File: src/rtl/pu_mv_sequencer.sv
// Matrix-vector PU sequencer: streams vector/matrix operands
// into the PU, waits for DONE and returns the captured result.
module pu_mv_sequencer #(
  parameter int WIDTH_OP1  = 16,
  parameter int WIDTH_OP2  = 16,
  parameter int WIDTH_OUT  = 32,
  parameter int MATRIX_ROW = 8,
  parameter int MATRIX_COL = 16,
  parameter int ADDR_W     = 8,
  parameter int TIMEOUT    = 64
) (
  input  logic                            CLK,
  input  logic                            RSTN,
  input  logic                            CMD_VALID,
  output logic                            CMD_READY,
  input  logic [ADDR_W-1:0]               CMD_VEC_BASE,
  input  logic [ADDR_W-1:0]               CMD_MAT_BASE,
  output logic                            VEC_RD_EN,
  output logic [ADDR_W-1:0]               VEC_RD_ADDR,
  input  logic [WIDTH_OP1-1:0]            VEC_RD_DATA,
  output logic                            MAT_RD_EN,
  output logic [ADDR_W-1:0]               MAT_RD_ADDR,
  input  logic [WIDTH_OP2*MATRIX_ROW-1:0] MAT_RD_DATA,
  output logic [WIDTH_OP1-1:0]            PU_A,
  output logic [WIDTH_OP2*MATRIX_ROW-1:0] PU_B,
  output logic                            PU_START,
  input  logic                            PU_DONE,
  input  logic [WIDTH_OUT*MATRIX_ROW-1:0] PU_OUT,
  output logic                            RSLT_VALID,
  input  logic                            RSLT_READY,
  output logic [WIDTH_OUT*MATRIX_ROW-1:0] RSLT_DATA,
  output logic                            BUSY,
  output logic                            ERR
);

  localparam int KW = (MATRIX_COL > 1) ? $clog2(MATRIX_COL) : 1;
  localparam int TW = $clog2(TIMEOUT + 1);
  localparam int OW = WIDTH_OUT * MATRIX_ROW;

  localparam logic [KW-1:0] KLAST = KW'(MATRIX_COL - 1);
  localparam logic [TW-1:0] TLAST = TW'(TIMEOUT - 1);

  typedef enum logic [2:0] {
    S_IDLE,
    S_PRIME,
    S_STREAM,
    S_WAIT,
    S_RESULT
  } state_t;

  state_t              state_q, state_d;
  logic [ADDR_W-1:0]   vbase_q, vbase_d;
  logic [ADDR_W-1:0]   mbase_q, mbase_d;
  logic [KW-1:0]       k_q, k_d;
  logic [TW-1:0]       tmo_q, tmo_d;
  logic [OW-1:0]       rslt_q, rslt_d;

  logic [ADDR_W-1:0]   nxt_off;
  logic                k_last;
  logic                tmo_hit;

  // offset of the read issued during STREAM (element k+1)
  assign nxt_off = ADDR_W'(k_q) + ADDR_W'(1);
  assign k_last  = (k_q == KLAST);
  assign tmo_hit = (tmo_q == TLAST);

  // state and datapath registers
  always_ff @(posedge CLK or negedge RSTN) begin
    if (!RSTN) begin
      state_q <= S_IDLE;
      vbase_q <= '0;
      mbase_q <= '0;
      k_q     <= '0;
      tmo_q   <= '0;
      rslt_q  <= '0;
    end else begin
      state_q <= state_d;
      vbase_q <= vbase_d;
      mbase_q <= mbase_d;
      k_q     <= k_d;
      tmo_q   <= tmo_d;
      rslt_q  <= rslt_d;
    end
  end

  // next state, counters, command latch and result capture
  always_comb begin
    state_d = state_q;
    vbase_d = vbase_q;
    mbase_d = mbase_q;
    k_d     = k_q;
    tmo_d   = tmo_q;
    rslt_d  = rslt_q;
    unique case (state_q)
      S_IDLE: begin
        if (CMD_VALID) begin
          vbase_d = CMD_VEC_BASE;
          mbase_d = CMD_MAT_BASE;
          k_d     = '0;
          tmo_d   = '0;
          state_d = S_PRIME;
        end
      end
      S_PRIME: begin
        state_d = S_STREAM;
      end
      S_STREAM: begin
        if (k_last) begin
          tmo_d   = '0;
          state_d = S_WAIT;
        end else begin
          k_d = k_q + KW'(1);
        end
      end
      S_WAIT: begin
        tmo_d = tmo_q + TW'(1);
        // DONE takes priority over an expiring timeout
        if (PU_DONE) begin
          rslt_d  = PU_OUT;
          tmo_d   = '0;
          state_d = S_RESULT;
        end else if (tmo_hit) begin
          tmo_d   = '0;
          state_d = S_IDLE;
        end
      end
      S_RESULT: begin
        if (RSLT_READY) begin
          state_d = S_IDLE;
        end
      end
      default: begin
        state_d = S_IDLE;
      end
    endcase
  end

  // outputs decoded from the current state
  always_comb begin
    CMD_READY   = 1'b0;
    BUSY        = 1'b1;
    VEC_RD_EN   = 1'b0;
    VEC_RD_ADDR = '0;
    MAT_RD_EN   = 1'b0;
    MAT_RD_ADDR = '0;
    PU_A        = '0;
    PU_B        = '0;
    PU_START    = 1'b0;
    RSLT_VALID  = 1'b0;
    ERR         = 1'b0;
    unique case (state_q)
      S_IDLE: begin
        CMD_READY = 1'b1;
        BUSY      = 1'b0;
      end
      S_PRIME: begin
        VEC_RD_EN   = 1'b1;
        VEC_RD_ADDR = vbase_q;
        MAT_RD_EN   = 1'b1;
        MAT_RD_ADDR = mbase_q;
      end
      S_STREAM: begin
        PU_START = 1'b1;
        PU_A     = VEC_RD_DATA;
        PU_B     = MAT_RD_DATA;
        if (!k_last) begin
          VEC_RD_EN   = 1'b1;
          VEC_RD_ADDR = vbase_q + nxt_off;
          MAT_RD_EN   = 1'b1;
          MAT_RD_ADDR = mbase_q + nxt_off;
        end
      end
      S_WAIT: begin
        ERR = tmo_hit && !PU_DONE;
      end
      S_RESULT: begin
        RSLT_VALID = 1'b1;
      end
      default: begin
        BUSY = 1'b1;
      end
    endcase
  end

  assign RSLT_DATA = rslt_q;

endmodule
File: config.mk
export PLATFORM = sky130hd
export DESIGN_NAME = pu_mv_sequencer
export DESIGN_NICKNAME = d
export VERILOG_FILES = /design/src/rtl/pu_mv_sequencer.sv
export SDC_FILE = /design/constraint.sdc
export NUM_CORES = 1
export LEC_CHECK = 0
export BUFFER_PORTS_ARGS = -buffer_cell sky130_fd_sc_hd__buf_2
export CORE_AREA = 2 2 326 328
export DETAILED_ROUTE_END_ITERATION = 10
export DIE_AREA = 0 0 328 330
export REMOVE_ABC_BUFFERS = 1
export SETUP_SLACK_MARGIN = 0.05
export SLEW_MARGIN = 20
export SYNTH_ARGS = -nofsm -noshare
export SYNTH_HDL_FRONTEND = slang
export SYNTH_SLANG_ARGS = --single-unit
export TNS_END_PERCENT = 10
File: constraint.sdc
create_clock -name CLK -period 4.3 [get_ports CLK]
set_input_delay 0.86 -clock CLK [delete_from_list [all_inputs] [get_ports CLK]]
set_output_delay 0.86 -clock CLK [all_outputs]
set_load 0.02 [all_outputs]
# ---- Word-level counts from Yosys, hierarchy flattened
# Index checks and enable logic that the tools add are counted.
dict set report word_totals {
  regBits 286
  latchBits 0
  mem_bits_rw 0
  rom_bits 0
  out_inout_bits 423
  wordCells 59
  mem_count 0
}
dict set report op_classes {
  add_sub_neg 5
  multipliers 0
  div 0
  order_cmp 0
  n_eq_ne 11
  n_shift 0
  muxes 27
  bitwise_logic 0
  n_reduce_logical 10
}
# operator count
set ops {}
lappend ops {{$mux 128} 1}
lappend ops {{$pmux 8 s2} 2}
lappend ops {{$mux 7} 4}
lappend ops {{$pmux 7 s3} 1}
lappend ops {{$add 8x5->8} 2}
lappend ops {{$mux 16} 1}
lappend ops {{$mux 8} 2}
lappend ops {{$mux 3} 5}
lappend ops {{$pmux 3 s5} 1}
lappend ops {{$mux 4} 2}
lappend ops {{$ne 2x2->1 const B} 4}
lappend ops {{$pmux 4 s2} 1}
lappend ops {{$add 7x1->7 const B} 1}
lappend ops {{$eq 7x6->1 const B} 1}
lappend ops {{$eq 3x2->1 const B} 2}
lappend ops {{$mux 1} 6}
lappend ops {{$reduce_and 3->1} 2}
lappend ops {{$add 4x1->5 const B} 1}
lappend ops {{$add 4x1->4 const B} 1}
lappend ops {{$eq 4x4->1 const B} 1}
lappend ops {{$reduce_and 2->1} 2}
lappend ops {{$reduce_and 4->1} 1}
lappend ops {{$eq 3x1->1 const B} 1}
lappend ops {{$eq 3x3->1 const B} 1}
lappend ops {{other kinds (7)} 7}

# ---- Depth between registers and ports, before layout
# Gate-level depths: netlist of the first run.
dict set report depth {
  word_depth 4
  mapped_depth 8
  depth_no_buf 8
}

# ---- Least setup slack after synthesis of the first run
# OpenSTA, ideal clock, no wires.
dict set report synth_timing {
  kind {register -> output}
  start {register k_q[0]}
  end {output MAT_RD_ADDR[5]}
  arrival_time_ns 2.280
  setup_slack_ns 1.160
  stages_incl_launch_ff 9
  n_path_buf 0
  cell_sequence {dfrtp_1 ha_1 nand3_1 inv_1 ha_1 and3_1 a2111oi_2 a21oi_1 o22ai_1}
}
dict set report synth_via {
  elab_chain_cells 4
  elab_cells_between_ends 5
  cone_classes {add/sub (2); eq/ne (1); mux (2)}
}
# element line_no
set synth_lines {}
lappend synth_lines {{from (decl)} 54} ;# logic [KW-1:0] k_q, k_d;
lappend synth_lines {{from (signal assigned)} 80} ;# k_q <= k_d;
lappend synth_lines {{$add 4x1->5} 63} ;# assign nxt_off = ADDR_W'(k_q) + ADDR_W'(1);
lappend synth_lines {{$add 8x5->8} 170} ;# MAT_RD_ADDR = mbase_q + nxt_off;
lappend synth_lines {{$mux 8 (*)} 166} ;# if (!k_last) begin
lappend synth_lines {{$pmux 8 s2 (*)} 151} ;# unique case (state_q)
lappend synth_lines {{to (decl)} 22} ;# output logic [ADDR_W-1:0] MAT_RD_ADDR,
# Every way passes the cells marked *; elsewhere a longest branch is shown, timed or not.

# ---- Worst setup path in the final report of the first run
dict set report layout_timing {
  start {register k_q[0]}
  end {output VEC_RD_ADDR[5]}
}
dict set report layout_via {
  elab_chain_cells 4
  elab_cells_between_ends 5
  cone_classes {add/sub (2); eq/ne (1); mux (2)}
}
# element line_no
set layout_lines {}
lappend layout_lines {{$add 4x1->5} 63}
lappend layout_lines {{$add 8x5->8} 168} ;# VEC_RD_ADDR = vbase_q + nxt_off;
lappend layout_lines {{$mux 8 (*)} 166}
lappend layout_lines {{$pmux 8 s2 (*)} 151}
lappend layout_lines {{to (decl)} 19} ;# output logic [ADDR_W-1:0] VEC_RD_ADDR,
# Marks and branches as above.

==> reports/metrics.cfg, run 1 <==
[sta]
grt_setup_unrepaired = false
fin_crit_sh_pct = 93.54
clock.fmax_mhz = 248.6
relSlewSlack_pct = 41.30
slew_viol_final = 0
fin_worst_skew_ns = 0.01372
finalCriticalPeriod_ns = 4.022
hold_viol_final = 0
tightest_slew_ns = 0.8805
totalNegativeSetupSlack_ns = 0
finalSetupViolCount = 0

[cts]
worstSkewPairLatency_ns = 0.56
numCtsBuffers = 36
htree_levels = 2
cts.sinks = 286
root_buffer = clkbuf_16
clockBufferDepth = 3
path_clk_slew_ns = 0.06
cts_hold_buf = 0
cts_tree = done

[worst_setup_path]
reg2regPathDepth = 4
start_kind = flip-flop
r2r-end = RSLT_DATA[189]
rr_startpoint = state_q[1]
required_ns = 3.44
startpoint = k_q[0]
worstSetupPathType = flip-flop to primary output
rrSetupSlack_ns = 1.82
crit_arrival_ns = 3.16
end_kind = primary output
worstPathMaxFanout = 7

[logic_synthesis]
yosysWarnings = 0
synth-edff-count = 0
netlist_area_um2 = 13330
synth_seq_area_share_pct = 53.70
yosysTopAreaCell = dfrtp_1
synth_area_leaders = dfrtp_1 54%, mux2_4 23%, and2_1 6.9%, mux2_2 3.3%, mux2_1 2.5%
avgSynthCellArea_um2 = 14.63
async_flop_share_pct = 100.0
ys_seq_elements = 286
synth_cells = 911
yosys_most_used_dff = dfrtp_1
synth_top_area_share_pct = 53.70
synth.distinct_cells = 52

[power_and_ir_drop]
powerDensity_nw_per_um2 = 815.8
p_leak_nw = 10.93
vdd_drop_max_mv = 0.4437

[outcome]
outcome = finished, final reports clean

[run]
maxCapViolCount = 0

[route]
wl_um = 67320
vias = 10960
final_antenna_net_count = 0
drt_iter0_markers = 511
avgRoutedWirePerCell_um = 21.13
drc = 0
drt_first_pass_iters = 5
via_per_inst = 3.439

[floorplanning]
die_h_um = 330
die-area_um2 = 108200
fp-row-count = 119
initial_core_util_pct = 12.73
die_width_um = 328
core-area_um2 = 104700
ioPinCount = 844

[global_route]
overflow = 0
antenna_found_initial = 43
grt.total_usage_pct = 11.74
grt_pass1_wl_um = 89030
grt_max_degree = 108
grt_pass1_vias = 11170

[placement]
portBuffers = 843
gp_congestion = 0.9420
dp_cells = 3110
dpl.hpwl_um = 56940

[cells_and_area]
nets = 2193
fin_cells = 3186
drive_above_1_share_pct = 65.53
area_delta_synth_final_pct = 53.56

[worst_hold_path]
holdCritPathClass = input port to asynchronous set/reset pin

[state kept, by name, summed over array words and instances, names as in the netlist]
name / cells
RSLT_DATA: 256
k_q: 4
mbase_q: 8
state_q: 3
tmo_q: 7
vbase_q: 8
[per-layer routing]
metal,track usage [%],wire length (µm)
met1,13.51,25530
met2,19.77,32990
met3,4.396,6379
met5,0,310
met4,4.398,2109
[logic make-up (layout without fill, tap and decap cells)]
| kind of cell | count (synthesis) | count (layout) | share of synthesized area, % |
|---|---|---|---|
| AOI/OAI and AO/OA | 61 | 61 | 3.079 |
| xor gates and xnor gates | 7 | 7 | 0.4601 |
| adders and majority gates | 15 | 15 | 1.521 |
| buffers and inverters | 64 | 937 | 3.399 |
| DFF | 286 | 286 | 53.70 |
| muxes | 269 | 269 | 28.35 |
| other | 0 | 11 | 0 |
| and+or+nand+nor | 209 | 209 | 9.483 |
[cell usage in the layout, fill, tap and decap left out, types with 4 or more instances in the layout]
| master | instances |
|---|---|
| xor2_1 | 4 |
| buf_2 | 842 |
| mux2_1 | 29 |
| inv_1 | 11 |
| and2_1 | 148 |
| buf_12 | 7 |
| clkbuf_8 | 10 |
| mux2_4 | 200 |
| clkbuf_16 | 37 |
| and3_1 | 5 |
| a22o_1 | 6 |
| buf_4 | 11 |
| ha_1 | 13 |
| bufinv_16 | 5 |
| nand3_1 | 7 |
| mux2_2 | 39 |
| diode_2 | 11 |
| o21ai_0 | 20 |
| nor2_1 | 5 |
| clkinv_2 | 5 |
| clkbuf_1 | 4 |
| dfrtp_1 | 286 |
| nand2_1 | 25 |
| a21oi_1 | 10 |
[synthesized netlist by cell type (3+ instances only)]
| master | n |
|---|---|
| o21a_1 | 3 |
| and3_1 | 5 |
| buf_2 | 11 |
| a21o_1 | 3 |
| dfrtp_1 | 286 |
| o22ai_1 | 3 |
| and2_1 | 148 |
| nand3_1 | 7 |
| inv_1 | 11 |
| o21ai_0 | 20 |
| mux2_1 | 29 |
| ha_1 | 13 |
| xor2_1 | 4 |
| nand2_1 | 25 |
| nor2_1 | 5 |
| mux2_4 | 200 |
| a22o_1 | 6 |
| clkbuf_1 | 15 |
| mux2_2 | 39 |
| or3_1 | 3 |
| a21oi_1 | 10 |
| xnor2_1 | 3 |
| buf_6 | 26 |
[worst max path at each step]
stage                          end  slack [ns]  cells past startpoint
floorplan           RSLT_DATA[209]       -1.78                      2
global placement    VEC_RD_ADDR[5]        0.72                      8
detailed placement  VEC_RD_ADDR[5]        0.74                      8
CTS                 VEC_RD_ADDR[5]         0.1                      9
global route        VEC_RD_ADDR[5]        0.11                      9
finish              VEC_RD_ADDR[5]        0.28                      9
[through the flow]
step	utilization [%]	setup slack, ns	cell area (µm²)	hold WS, ns	power (mW)
final	19.55	0.2778	20460	0.2472	16.69
after global routing	19.54	0.1076	20450	0.2777	17.59
after CTS	19.51	0.09751	20420	0.2509	16.94
after detailed placement	18.28	0.7395	19130	0.4711	13.52
after global placement	18.28	0.7206	19130	0.4690	13.42
after floorplan	-	-1.778	12910	0.4484	10.32
[area by class of cell]
type | instances | area, µm²
timing repair buffer | 861 | 4452
fill | 11510 | 84210
tap | 1391 | 1740
sequential | 286 | 7157
multi-input combinational | 561 | 5758
clock buffer | 51 | 1079
inverter | 11 | 41.29
antenna | 11 | 27.53
clock inverter | 14 | 210.2
[where the power goes]
group / switching [mW] / total (mW) / leakage (nW) / internal, mW
registers: 0.846 / 4.86 / 3.48 / 4.01
logic: 4.98 / 8.56 / 6.81 / 3.58
clock network: 1.23 / 3.28 / 0.640 / 2.05
[worst max-delay path, cell delays in order (launching register included)]
cell and delay (ns):
dfrtp_1 0.42, ha_1 0.25, nand3_1 0.15, inv_1 0.14, ha_1 0.37, and3_1 0.21, a2111oi_4 0.45, a21oi_1 0.14
o22ai_2 0.26, buf_2 0.22
[repair_timing]
item | 4_1_cts | 5_1_grt
setup buffers | 0 | 0
gates resized for setup | 0 | 2
endpoints found under the hold margin | 0 | 0
endpoints found under the setup margin | 0 | 1
No activity file was read; power rests on OpenSTA's default activity.
==> run 2, diff against run 1 <==
Settings changed: CORE_AREA 2 2 326 328 to 2 2 332 334, CTS_BUF_LIST set to sky130_fd_sc_hd__clkbuf_8, DIE_AREA 0 0 328 330 to 0 0 334 336.
==> reports/metrics.cfg, run 2 (synthesis gave the netlist of run 1 again) <==
[outcome]
outcome = finished, final reports clean

[floorplanning]
ioPinCount = 844
die-area_um2 = 112200
die_h_um = 336
core-area_um2 = 108400
fp-row-count = 121
initial_core_util_pct = 12.29
die_width_um = 334

[route]
drc = 0
via_per_inst = 3.458
met1_length_um = 25020
wl_met3_um = 9157
avgRoutedWirePerCell_um = 23.00
vias = 11280
wl_um = 75040
dr.max_layer_used = met5
final_antenna_net_count = 0
drt_iter0_markers = 570
drt_first_pass_iters = 5
dr_wl_met2_um = 36640

[cells_and_area]
final_util_pct = 18.82
drive_above_1_share_pct = 65.72
seq_area_um2 = 7157
layout_common_cells = 842 x buf_2, 286 x dfrtp_1, 200 x mux2_4
fillCellCount = 11980
area_delta_synth_final_pct = 53.07
nets = 2218
final_common_cell = buf_2
multi_input_area_um2 = 5772
design_area_um2 = 20400
largest_reg_flops = 256

[global_route]
grt_pass1_wl_um = 97470
antenna_found_initial = 123
overflow = 0
grt_max_degree = 103
grt_pass1_vias = 11260
grt.total_usage_pct = 12.75

[placement]
pre_cts_ws_ns = 0.8394
portBuffers = 843
gp_congestion = 0.9090
dpl.hpwl_um = 63970
postPlaceCellArea_um2 = 19170

[sta]
grt_setup_unrepaired = true
fin_worst_skew_ns = 0.04648
slew_viol_final = 0
hold_ws_ns = 0.1634
relSlewSlack_pct = 40.68
finalCriticalPeriod_ns = 4.149
totalNegativeSetupSlack_ns = 0
setup_ws_ns = 0.1507
finalSetupViolCount = 0
hold_viol_final = 0
fin_crit_sh_pct = 96.50
tightest_slew_ns = 0.8898
clock.fmax_mhz = 241.0

[cts]
cts_hold_buf = 0
clockBufferDepth = 3
cts.sinks = 286
worstSkewPairLatency_ns = 0.69
numCtsBuffers = 56
cts_tree = done
post_cts_buffers = 0
root_buffer = clkbuf_8
htree_levels = 2
path_clk_slew_ns = 0.06

[worst_setup_path]
end_kind = primary output
crit_arrival_ns = 3.29
worstPathMaxFanout = 7
worstSetupPathType = flip-flop to primary output
required_ns = 3.44
start_kind = flip-flop

[worst_hold_path]
holdCritPathClass = input port to asynchronous set/reset pin

[run]
maxCapViolCount = 0

[power_and_ir_drop]
vdd_drop_max_mv = 0.3328
p_leak_nw = 10.96
powerDensity_nw_per_um2 = 794.9

==> run 2: cell types whose count changed in the layout (fill, tap and decap cells not counted), moves of 2 or more <==
cell,previous run,this run
clkbuf_1,4,0
clkinv_2,5,13
inv_1,11,26
buf_12,7,5
clkinvlp_4,0,3
clkbuf_8,10,67
bufinv_16,5,1
diode_2,11,23
inv_6,2,0
buf_4,11,18
clkbuf_16,37,0
==> run 2: layout make-up <==
cell class,instances,area share (%)
Inverter,11,0.2024
Tap cell,1414,8.673
Clock inverter,35,1.055
Multi-Input combinational cell,561,28.30
Antenna cell,23,0.2822
Sequential cell,286,35.09
Clock buffer,67,4.521
Timing Repair Buffer,866,21.89
==> run 2: layer usage <==
metal	vias to the layer above	track usage, %
met5	-	0
li1	4929	-
met3	260	7.116
met1	5303	12.62
met2	670	21.56
met4	120	6.239
==> run 2: power breakdown <==
group	internal [mW]	total, mW	switching, mW	leakage, nW
Combinational	3.58	8.57	4.99	6.83
Sequential	4.01	4.86	0.848	3.48
Clock	1.49	2.79	1.30	0.645
Total	9.08	16.2	7.14	11.0
==> run 2: critical path, cell delays in order, from the launching register on <==
cell and delay (ns):
dfrtp_1 0.42, ha_1 0.24, nand3_1 0.15, inv_1 0.15, ha_1 0.37, and3_1 0.20
a2111oi_4 0.43, a21oi_1 0.12, o22ai_1 0.29, buf_2 0.26
==> run 2: per-stage QoR <==
| stage | total power, mW | std cells |
|---|---|---|
| floorplan | 10.32 | 858 |
| global placement | 13.46 | 3138 |
| detailed placement | 13.55 | 3138 |
| CTS | 16.50 | 3240 |
| global route | 17.14 | 3252 |
| finish | 16.21 | 3263 |
==> run 2: path summary, 6_finish.rpt <==
kind,from,to,slack [ns],cells past startpoint
max in group asynchronous,RSTN,state_q[2],3.15,2
min in group CLK,PU_OUT[184],RSLT_DATA[184],0.39,2
min reg2reg,tmo_q[6],tmo_q[6],0.49,1
max,k_q[0],VEC_RD_ADDR[5],0.15,9
min,RSTN,RSLT_DATA[20],0.16,1
max reg2reg,state_q[1],RSLT_DATA[254],1.77,4
==> run 2: timing repair <==
item | CTS | global route
endpoints found under the hold margin | 0 | 0
resized for setup | 1 | 2
setup endpoints to repair | 1 | 4
pin swaps | 0 | 0
